## src/rtl/atm_txn_ctrl_if.sv

```systemverilog
// Card-record and customer handshake bundle for the ATM transaction controller.
// The master drives the record and strobes, and the slave (the controller) returns the results.
interface atm_txn_ctrl_if #(
  parameter int password_width = 16,
  parameter int balance_width  = 20
);
  logic                      psw_en;
  logic [password_width-1:0] password;
  logic [balance_width-1:0]  balance;
  logic [password_width-1:0] entered_psw;
  logic                      psw_valid;
  logic [1:0]                op_code;
  logic [balance_width-1:0]  amount;
  logic                      op_valid;

  logic [balance_width-1:0]  updated_balance;
  logic [balance_width-1:0]  display_balance;
  logic                      op_done;
  logic                      card_out;
  logic                      wrong_psw;
  logic                      card_retained;
  logic                      insufficient;
  logic                      op_error;
  logic                      busy;

  modport master (
    output psw_en, password, balance, entered_psw, psw_valid, op_code, amount, op_valid,
    input  updated_balance, display_balance, op_done, card_out, wrong_psw,
           card_retained, insufficient, op_error, busy
  );

  modport slave (
    input  psw_en, password, balance, entered_psw, psw_valid, op_code, amount, op_valid,
    output updated_balance, display_balance, op_done, card_out, wrong_psw,
           card_retained, insufficient, op_error, busy
  );
endinterface

```

## src/rtl/atm_txn_ctrl.sv

```systemverilog
// ATM transaction controller: verifies the PIN, runs inquiry/deposit/withdraw on a local
// balance copy and returns the write-back value with an op_done or card_out strobe.
module atm_txn_ctrl #(
  parameter int password_width = 16,
  parameter int balance_width  = 20,
  parameter int max_tries      = 3,
  parameter int timeout_cycles = 1000
) (
  input logic           clk,
  input logic           rst,
  atm_txn_ctrl_if.slave bus
);
  localparam int tries_w = $clog2(max_tries + 1);
  localparam int timer_w = $clog2(timeout_cycles);

  typedef enum logic [1:0] {IDLE, WAIT_PSW, MENU} state_t;
  typedef enum logic [1:0] {OP_INQUIRY, OP_DEPOSIT, OP_WITHDRAW, OP_EXIT} op_t;

  state_t state_q, state_d;

  logic [password_width-1:0] pw_q, pw_d;
  logic [balance_width-1:0]  bal_q, bal_d;
  logic [balance_width-1:0]  upd_q, upd_d;
  logic [balance_width-1:0]  disp_q, disp_d;
  logic [tries_w-1:0]        tries_q, tries_d;
  logic [timer_w-1:0]        timer_q, timer_d;
  logic op_done_q, op_done_d;
  logic card_out_q, card_out_d;
  logic wrong_q, wrong_d;
  logic retained_q, retained_d;
  logic insuff_q, insuff_d;
  logic op_error_q, op_error_d;
  logic busy_q, busy_d;

  // Event decode shared by the next-state and output processes.
  op_t                    op;
  logic                   psw_hit;
  logic                   op_hit;
  logic                   strobe;
  logic                   expire;
  logic                   pw_match;
  logic                   last_try;
  logic [balance_width:0] sum;
  logic                   short_funds;

  assign op          = op_t'(bus.op_code);
  assign psw_hit     = (state_q == WAIT_PSW) && bus.psw_valid;
  assign op_hit      = (state_q == MENU) && bus.op_valid;
  assign strobe      = psw_hit || op_hit;
  assign expire      = (state_q != IDLE) && !strobe &&
                       (timer_q == timer_w'(timeout_cycles - 1));
  assign pw_match    = (bus.entered_psw == pw_q);
  assign last_try    = (tries_q == tries_w'(max_tries - 1));
  assign sum         = {1'b0, bal_q} + {1'b0, bus.amount};
  assign short_funds = (bus.amount > bal_q);

  // NOTE: sequential state uses non-blocking assignments so every register samples
  // pre-edge values regardless of process ordering.
  always_ff @(posedge clk or negedge rst) begin
    if (!rst) state_q <= IDLE;
    else      state_q <= state_d;
  end

  always_comb begin
    state_d = state_q;
    unique case (state_q)
      IDLE: begin
        if (bus.psw_en) state_d = WAIT_PSW;
      end
      WAIT_PSW: begin
        if (psw_hit) begin
          if (pw_match)      state_d = MENU;
          else if (last_try) state_d = IDLE;
        end else if (expire) begin
          state_d = IDLE;
        end
      end
      MENU: begin
        if (op_hit) begin
          if (op == OP_EXIT) state_d = IDLE;
        end else if (expire) begin
          state_d = IDLE;
        end
      end
      default: state_d = IDLE;
    endcase
  end

  always_comb begin
    // NOTE: every signal gets its default before the case so no path infers a latch.
    pw_d       = pw_q;
    bal_d      = bal_q;
    upd_d      = upd_q;
    disp_d     = disp_q;
    tries_d    = tries_q;
    op_done_d  = 1'b0;
    card_out_d = 1'b0;
    wrong_d    = 1'b0;
    retained_d = 1'b0;
    insuff_d   = 1'b0;
    op_error_d = 1'b0;
    busy_d     = (state_d != IDLE);

    // Idle timer: zero on state entry/exit and on every accepted strobe.
    if (state_q == IDLE || strobe || state_d != state_q) timer_d = '0;
    else                                                  timer_d = timer_q + timer_w'(1);

    unique case (state_q)
      IDLE: begin
        if (bus.psw_en) begin
          pw_d    = bus.password;
          bal_d   = bus.balance;
          upd_d   = bus.balance;
          tries_d = '0;
        end
      end
      WAIT_PSW: begin
        if (psw_hit) begin
          if (!pw_match) begin
            tries_d = tries_q + tries_w'(1);
            if (last_try) retained_d = 1'b1;
            else          wrong_d    = 1'b1;
          end
        end else if (expire) begin
          card_out_d = 1'b1;
          upd_d      = bal_q;
        end
      end
      MENU: begin
        if (op_hit) begin
          unique case (op)
            OP_INQUIRY: begin
              disp_d    = bal_q;
              upd_d     = bal_q;
              op_done_d = 1'b1;
            end
            OP_DEPOSIT: begin
              if (sum[balance_width]) begin
                op_error_d = 1'b1;
              end else begin
                bal_d     = sum[balance_width-1:0];
                upd_d     = sum[balance_width-1:0];
                op_done_d = 1'b1;
              end
            end
            OP_WITHDRAW: begin
              if (short_funds) begin
                insuff_d = 1'b1;
              end else begin
                bal_d     = bal_q - bus.amount;
                upd_d     = bal_q - bus.amount;
                op_done_d = 1'b1;
              end
            end
            OP_EXIT: begin
              upd_d      = bal_q;
              card_out_d = 1'b1;
            end
            default: ;
          endcase
        end else if (expire) begin
          card_out_d = 1'b1;
          upd_d      = bal_q;
        end
      end
      default: ;
    endcase
  end

  // The stored record is cleared on reset too, so a dropped session leaves nothing behind.
  always_ff @(posedge clk or negedge rst) begin
    if (!rst) begin
      pw_q       <= '0;
      bal_q      <= '0;
      upd_q      <= '0;
      disp_q     <= '0;
      tries_q    <= '0;
      timer_q    <= '0;
      op_done_q  <= 1'b0;
      card_out_q <= 1'b0;
      wrong_q    <= 1'b0;
      retained_q <= 1'b0;
      insuff_q   <= 1'b0;
      op_error_q <= 1'b0;
      busy_q     <= 1'b0;
    end else begin
      pw_q       <= pw_d;
      bal_q      <= bal_d;
      upd_q      <= upd_d;
      disp_q     <= disp_d;
      tries_q    <= tries_d;
      timer_q    <= timer_d;
      op_done_q  <= op_done_d;
      card_out_q <= card_out_d;
      wrong_q    <= wrong_d;
      retained_q <= retained_d;
      insuff_q   <= insuff_d;
      op_error_q <= op_error_d;
      busy_q     <= busy_d;
    end
  end

  assign bus.updated_balance = upd_q;
  assign bus.display_balance = disp_q;
  assign bus.op_done         = op_done_q;
  assign bus.card_out        = card_out_q;
  assign bus.wrong_psw       = wrong_q;
  assign bus.card_retained   = retained_q;
  assign bus.insufficient    = insuff_q;
  assign bus.op_error        = op_error_q;
  assign bus.busy            = busy_q;
endmodule

```

## src/flat_wrapper.sv

```systemverilog
// flat-port wrapper written by rule: the top's interface ports become plain ports
module atm_txn_ctrl_flat 
#(
  parameter int password_width = 16,
  parameter int balance_width  = 20,
  parameter int max_tries      = 3,
  parameter int timeout_cycles = 1000
)
  (clk, rst, bus_psw_en, bus_password, bus_balance, bus_entered_psw, bus_psw_valid, bus_op_code, bus_amount, bus_op_valid, bus_updated_balance, bus_display_balance, bus_op_done, bus_card_out, bus_wrong_psw, bus_card_retained, bus_insufficient, bus_op_error, bus_busy);
  atm_txn_ctrl_if #(.password_width(password_width), .balance_width(balance_width)) bus_i ();
  input logic clk;
  input logic rst;
  input wire logic [$bits(bus_i.psw_en)-1:0] bus_psw_en;
  input wire logic [$bits(bus_i.password)-1:0] bus_password;
  input wire logic [$bits(bus_i.balance)-1:0] bus_balance;
  input wire logic [$bits(bus_i.entered_psw)-1:0] bus_entered_psw;
  input wire logic [$bits(bus_i.psw_valid)-1:0] bus_psw_valid;
  input wire logic [$bits(bus_i.op_code)-1:0] bus_op_code;
  input wire logic [$bits(bus_i.amount)-1:0] bus_amount;
  input wire logic [$bits(bus_i.op_valid)-1:0] bus_op_valid;
  output wire logic [$bits(bus_i.updated_balance)-1:0] bus_updated_balance;
  output wire logic [$bits(bus_i.display_balance)-1:0] bus_display_balance;
  output wire logic [$bits(bus_i.op_done)-1:0] bus_op_done;
  output wire logic [$bits(bus_i.card_out)-1:0] bus_card_out;
  output wire logic [$bits(bus_i.wrong_psw)-1:0] bus_wrong_psw;
  output wire logic [$bits(bus_i.card_retained)-1:0] bus_card_retained;
  output wire logic [$bits(bus_i.insufficient)-1:0] bus_insufficient;
  output wire logic [$bits(bus_i.op_error)-1:0] bus_op_error;
  output wire logic [$bits(bus_i.busy)-1:0] bus_busy;
  assign bus_i.psw_en = bus_psw_en;
  assign bus_i.password = bus_password;
  assign bus_i.balance = bus_balance;
  assign bus_i.entered_psw = bus_entered_psw;
  assign bus_i.psw_valid = bus_psw_valid;
  assign bus_i.op_code = bus_op_code;
  assign bus_i.amount = bus_amount;
  assign bus_i.op_valid = bus_op_valid;
  assign bus_updated_balance = bus_i.updated_balance;
  assign bus_display_balance = bus_i.display_balance;
  assign bus_op_done = bus_i.op_done;
  assign bus_card_out = bus_i.card_out;
  assign bus_wrong_psw = bus_i.wrong_psw;
  assign bus_card_retained = bus_i.card_retained;
  assign bus_insufficient = bus_i.insufficient;
  assign bus_op_error = bus_i.op_error;
  assign bus_busy = bus_i.busy;
  atm_txn_ctrl #(.password_width(password_width), .balance_width(balance_width), .max_tries(max_tries), .timeout_cycles(timeout_cycles)) u_core (.clk(clk), .rst(rst), .bus(bus_i));
endmodule
```

## config.mk

```make
export PLATFORM = sky130hd
export DESIGN_NAME = atm_txn_ctrl_flat
export DESIGN_NICKNAME = d
export VERILOG_FILES = /design/src/rtl/atm_txn_ctrl_if.sv /design/src/rtl/atm_txn_ctrl.sv /design/src/flat_wrapper.sv
export SDC_FILE = /design/constraint.sdc
export NUM_CORES = 1
export LEC_CHECK = 0
export ABC_AREA = 1
export CELL_PAD_IN_SITES_DETAIL_PLACEMENT = 1
export CELL_PAD_IN_SITES_GLOBAL_PLACEMENT = 1
export CORE_MARGIN = 4
export CORE_UTILIZATION = 30
export CTS_CLUSTER_DIAMETER = 30
export DETAILED_ROUTE_END_ITERATION = 10
export HOLD_SLACK_MARGIN = 0.08
export PLACE_DENSITY_LB_ADDON = 0.08
export RECOVER_POWER = 25
export SLEW_MARGIN = 20
export SYNTH_ARGS = -nofsm -noshare
export SYNTH_HDL_FRONTEND = slang
export SYNTH_SLANG_ARGS = --single-unit
```

## constraint.sdc

```tcl
create_clock -name clk -period 6.9 [get_ports clk]
set_input_delay 0.69 -clock clk [delete_from_list [all_inputs] [get_ports clk]]
set_output_delay 0.69 -clock clk [all_outputs]
set_load 0.05 [all_outputs]
```

-- After elaboration in Yosys (flattened, before gate mapping)
Index checks and enable logic that the tools add are counted.
- output and inout port bits: 47
- logic and storage cells: 109
- flip-flop bits (word level): 97
- reductions and logical operators: 21
- equality and inequality tests: 19
- $add $sub $neg: 4
- $lt $le $gt $ge: 1
- mux-type cells: 50
- operators with widths (kind ; count):
    $mux 20 ; 7
    $pmux 20 s3 ; 2
    $pmux 20 s2 ; 2
    $mux 1 ; 24
    $add 20x20->21 ; 1
    $gt 20x20->1 ; 1
    $mux 2 ; 10
    $sub 20x20->20 ; 1
    $eq 16x16->1 ; 1
    $add 10x1->10 const B ; 1
    $eq 10x10->1 const B ; 1
    $mux 10 ; 1
    $ne 3x3->1 const B ; 3
    $eq 2x2->1 const B ; 4
    $ne 4x4->1 const B ; 2
    $reduce_bool 2->1 ; 4
    $ne 2x2->1 const B ; 3
    $pmux 2 s3 ; 1
    $reduce_and 6->1 ; 1
    $reduce_and 5->1 ; 1
    $eq 2x1->1 const B ; 2
    $logic_and 1x1->1 ; 4
    $logic_not 2->1 ; 2
    $ne 2x1->1 const B ; 2
    12 further kinds ; 14

-- Logic depth before layout (Yosys ltp)
- depth in word-level cells: 12
- gate-level depth with buffers: 19

-- Least setup slack after synthesis
Ideal clock, no wire load.
- kind: input port to flip-flop
- start: input port bus_amount[9]
- end: register u_core.bal_q[10]
- buffers on the path: 2
- required time: 6773 ps
- library setup time: 127 ps
- data arrival time: 2340 ps
- setup slack: 4433 ps
- stages on the path: 14
- path through: inv_1 -> ha_1 -> buf_2 -> inv_2 -> o21bai_1 -> a21oi_2 -> nand2_1 -> nand2_1 -> nand3_2 -> nor3_1 -> nor2_4 -> buf_4 -> o211ai_1 -> o21ai_1
- cells in the longest elaborated chain, start to end: 5
- elaborated cells on any way between the ends: 11
- classes of those cells: add/sub (2); order compare (1); eq/ne (2); mux (5); reduce/logical (1)
- ends and longest elaborated chain (element ; line ; RTL):
    start: declaration ; flat_wrapper.sv:19 ; input wire logic [$bits(bus_i.amount)-1:0] bus_amount;
    $sub 20x20->20 / $add 20x20->21 (equally long branches) ; atm_txn_ctrl.sv:150, atm_txn_ctrl.sv:54 ;
    $mux 20, on equally long branches ; atm_txn_ctrl.sv:147, atm_txn_ctrl.sv:138 ;
    $pmux 20 s2 ; atm_txn_ctrl.sv:131 ; unique case (op)
    $mux 20 ; atm_txn_ctrl.sv:130 ; if (op_hit) begin
    $pmux 20 s2 ; atm_txn_ctrl.sv:108 ; unique case (state_q)
    end signal: assignment ; atm_txn_ctrl.sv:188 ; bal_q <= bal_d;
    end: declaration ; atm_txn_ctrl.sv:22 ; logic [balance_width-1:0] bal_q, bal_d;
Several ways; a longest one is shown, not always the timed one. The select of a mux whose other input is x is not followed.
A chain may end at the register's enable or synchronous reset.

-- Worst setup path in the final report
- start: register u_core.state_q[0]
- end: register u_core.upd_q[15], in the netlist u_core.bus.updated_balance[15]
- cells in the longest elaborated chain, start to end: 9
- elaborated cells on any way between the ends: 20
- classes of those cells: eq/ne (6); mux (4); reduce/logical (10)
- ends and longest elaborated chain (element ; line ; RTL):
    start: declaration ; atm_txn_ctrl.sv:19 ; state_t state_q, state_d;
    start signal: assignment ; atm_txn_ctrl.sv:61 ; else state_q <= state_d;
    $eq 2x1->1 / $eq 2x2->1 (equally long branches) ; atm_txn_ctrl.sv:47, atm_txn_ctrl.sv:108, atm_txn_ctrl.sv:48 ;
    $logic_and 1x1->1, on equally long branches ; atm_txn_ctrl.sv:47, atm_txn_ctrl.sv:48 ;
    $logic_or 1x1->1 ; atm_txn_ctrl.sv:49 ; assign strobe = psw_hit || op_hit;
    $logic_not 1->1 ; atm_txn_ctrl.sv:50 ; assign expire = (state_q != IDLE) && !strobe &&
    $logic_and 1x1->1 (2 in a row) ; atm_txn_ctrl.sv:50 ;
    $mux 20 ; - ;
    $mux 20, on equally long branches ; - ;
    $pmux 20 s3 ; atm_txn_ctrl.sv:108 ;
    end signal: assignment ; atm_txn_ctrl.sv:189 ; upd_q <= upd_d;
    end: declaration ; atm_txn_ctrl.sv:23 ; logic [balance_width-1:0] upd_q, upd_d;
Several ways; a longest one is shown, not always the timed one. The select of a mux whose other input is x is not followed.

==> flow_metrics.py <==
metrics = {
    "run_status": {
        "status": "complete, but fails checks",
        "violations": "max-capacitance violations, max-slew violations",
    },
    "yosys": {
        "syn_area_mm2": 0.00823,
        "ys_ff_latch": 97,
        "synthFlopType": "dfrtp_1",
        "avgSynthCellArea_um2": 6.76,
        "yosysWarnings": 0,
        "yosysUniqueCellTypes": 44,
        "synth-seq-area-share_pct": 29.5,
        "syn_inst": 1218,
        "synth_edf_count": 0,
        "async_flop_share_pct": 100,
        "postSynthNetCount": 1350,
    },
    "layout": {
        "antenna_cells": 0,
        "synthToLayoutAreaGrowth_pct": 21.2,
        "layout_commonest_cell": "nand2_1",
        "drive_above_1_share_pct": 6.54,
        "most-common-layout-cells": "318 x nand2_1, 145 x inv_1, 127 x nand3_1",
        "fin_area_mm2": 0.00998,
        "fin_util_pct": 37.0,
        "multi_input_area_mm2": 0.00497,
        "nFillCells": 3409,
        "fin_nets": 1441,
        "ff_latch_area_mm2": 0.00243,
    },
    "sta": {
        "relSlewSlack_pct": -14.5,
        "setup-violations-final": 0,
        "timing.final.max_slew_violations": 32,
        "worst_pin_slew_ns": 1.72,
        "fmax_mhz": 260,
        "fin_crit_sh_pct": 55.8,
        "setup_tns_ns": 0,
        "holdWs_ns": 0.460,
        "clock_skew_ns": 0.0120,
        "fin_crit_ns": 3.85,
        "rsz0062_at_grt": "false",
        "hold_viol": 0,
    },
    "cts": {
        "clock_path_buffers": 2,
        "cts_buffers": 9,
        "cts.reportedPaths.clkPinSlew_ns": 0.07,
        "postCtsSetupRepairBufs": 0,
        "clock_latency_ns": 0.36,
        "cts_tree": "built",
        "ctsHoldBuffers": 0,
        "ctsResizeCount": 0,
        "h-tree-depth": 3,
        "root_buffer": "clkbuf_16",
        "clkSinkCount": 97,
    },
    "drt": {
        "wl_met2_um": 14400,
        "routed_wl_um": 32100,
        "drt_iter0_markers": 567,
        "wl_per_cell_um": 19.4,
        "viasPerCell": 5.11,
        "wl_met3_um": 1200,
        "wl_met1_um": 15800,
        "first_pass_iters": 4,
        "drc": 0,
        "vias": 8451,
        "top_layer": "met4",
        "final_antenna_net_count": 0,
    },
    "worst_setup_path": {
        "critPathMaxFanout": 46,
        "ff2ff_path_depth": 14,
        "rr_startpoint": "u_core.state_q[0]",
        "r2r_end": "u_core.bus.updated_balance[15]",
        "rrSetupSlack_ns": 3.05,
        "cp-start-kind": "register",
        "path_class": "reg -> reg",
        "critPathMaxStageDelay_ns": 0.72,
        "cp_common_cell": "nand2_1",
        "worstSetupEndpointType": "register",
        "critPathRequiredTime_ns": 7.14,
        "path_delay_family": "buffers and inverters",
        "critPathBufInv": 3,
        "cp_slowest_cell": "clkinv_1",
        "crit_chain": "inv_1 > ha_1 > buf_4 > nand2_4 > nand3_1 > nor3_2 > nand2_1 > clkinv_1 > o21ai_0 > o21ai_0 > nand2_1 > nand2_1 > nand3_1 > nand2_1",
        "worst-path-stages": 14,
        "arrival_ns": 4.09,
    },
    "global_routing": {
        "grt_pass1_vias": 8760,
        "antenna_found_initial": 1,
        "grt_max_degree": 68,
        "grt_overflow": 0,
        "track_usage_pct": 21.2,
        "grt_pass1_wl_um": 50500,
    },
    "die": {
        "die_h_um": 174,
        "pin_count": 126,
        "start_util_pct": 30.6,
        "die_x_um": 174,
        "core_mm2": 0.0270,
        "fp-row-count": 60,
        "die_area_mm2": 0.0302,
    },
    "power": {
        "power_density_mw_per_mm2": 403,
        "ir_drop_v": 0.000185,
        "power_leakage_nw": 4.82,
    },
    "min_path": {
        "min_to": "u_core.timer_q[0]",
        "min-delay-start": "u_core.timer_q[0]",
        "hold_path_class": "reg -> reg",
        "hold_depth": 1,
    },
    "run": {
        "maxCapViolCount": 1,
    },
    "place": {
        "hpwlAfterDp_um": 25200,
        "port_buffers": 125,
        "place_congestion": 0.893,
        "place_area_mm2": 0.00970,
    },
}
==> cell families (layout without fill, tap and decap cells) <==
logic type               count (synthesis)  count (layout)  synth area share [%]
flip-flops                              97              97                  29.5
adder cells (fa/ha/maj)                 53              53                  8.24
multiplexers                            22              22                  3.01
XOR/XNOR                                24              24                  2.55
buffers and inverters                  204             300                  10.2
AND/OR/NAND/NOR                        609             609                  31.7
AO/OA/AOI/OAI                          209             209                  14.9
==> registers in the layout, indices dropped and copies added, names as in the netlist <==
signal                      flops
u_core.bal_q                   20
u_core.bus.busy                 1
u_core.bus.card_out             1
u_core.bus.card_retained        1
u_core.bus.display_balance     20
u_core.bus.insufficient         1
u_core.bus.op_done              1
u_core.bus.op_error             1
u_core.bus.updated_balance     20
u_core.bus.wrong_psw            1
u_core.pw_q                    16
u_core.state_q                  2
u_core.timer_q                 10
u_core.tries_q                  2
==> worst max-delay path by stage <==
| stage | from | end | slack [ns] |
|---|---|---|---|
| floorplan | bus_amount[9] | u_core.bal_q[10] | 4.43 |
| global placement | bus_amount[17] | u_core.bus.updated_balance[7] | 2.97 |
| detailed placement | bus_amount[17] | u_core.bus.updated_balance[7] | 2.88 |
| CTS | u_core.state_q[0] | u_core.bus.updated_balance[15] | 3.04 |
| global route | u_core.state_q[0] | u_core.bus.updated_balance[15] | 2.68 |
| finish | u_core.state_q[0] | u_core.bus.updated_balance[15] | 3.05 |
==> cell type report <==
class	count	area share (%)
Tap cell	341	4.28
Timing Repair Buffer	132	13.0
Multi-Input combinational cell	917	49.8
Clock buffer	13	2.61
Clock inverter	3	0.251
Sequential cell	97	24.3
Inverter	152	5.72
==> synthesized netlist by cell type (2+ instances only) <==
cell type	n	area (um^2)
buf_1	5	18.8
a21oi_2	4	35.0
buf_6	3	33.8
o21bai_1	15	113
nand3_1	127	636
a21oi_1	60	300
nand2_1	318	1190
o21ai_0	65	325
nor2_2	2	12.5
o21ai_2	4	35.0
a22oi_1	2	15.0
buf_4	7	52.6
nor2_1	105	394
buf_2	17	85.1
o22ai_1	2	12.5
nand3_2	2	20.0
xnor2_1	16	140
inv_1	145	544
mux2_2	22	248
o31ai_1	3	22.5
o21ai_1	16	80.1
nor3_2	2	20.0
a211oi_1	2	15.0
dfrtp_1	97	2430
nand4_1	12	75.1
clkbuf_1	20	75.1
o221ai_1	2	17.5
nand2_2	3	18.8
and2_1	2	12.5
xor2_1	8	70.1
fa_1	2	40.0
nor2_4	3	33.8
nor3_1	15	75.1
a31oi_1	3	18.8
inv_2	6	22.5
o211ai_1	28	210
ha_1	51	638
or2_2	16	100
==> worst reg2reg max path, stage by stage, from the launching register on <==
cell and delay, ns:
dfrtp_1 0.43, inv_1 0.12, ha_1 0.16, buf_4 0.47, nand2_4 0.26, nand3_1 0.21
nor3_2 0.05, nand2_1 0.52, clkinv_1 0.73, o21ai_0 0.42, o21ai_0 0.13, nand2_1 0.08
nand2_1 0.05, nand3_1 0.06, nand2_1 0.06
==> where the power goes <==
group,switching (mW),total [mW],internal [mW]
registers,0.229,0.977,0.748
clock network,0.235,0.502,0.267
logic,1.72,2.54,0.823
==> metrics by stage <==
| step | std cells | worst slack, ns | power [mW] |
|---|---|---|---|
| 6_report | 1655 | 3.05 | 4.02 |
| 5_1_grt | 1655 | 2.68 | 4.39 |
| 4_1_cts | 1655 | 3.04 | 4.04 |
| 3_5_place_dp | 1639 | 2.88 | 3.52 |
| 3_3_place_gp | 1639 | 2.97 | 3.49 |
| 2_1_floorplan | 1218 | 4.43 | 2.70 |
==> routing by layer <==
layer,track usage (%),up-vias
met5,0,-
met4,4.78,0
met3,2.73,31
met2,34.3,182
met1,30.4,4097
li1,-,4141
Power figures use the tool's default switching activity.
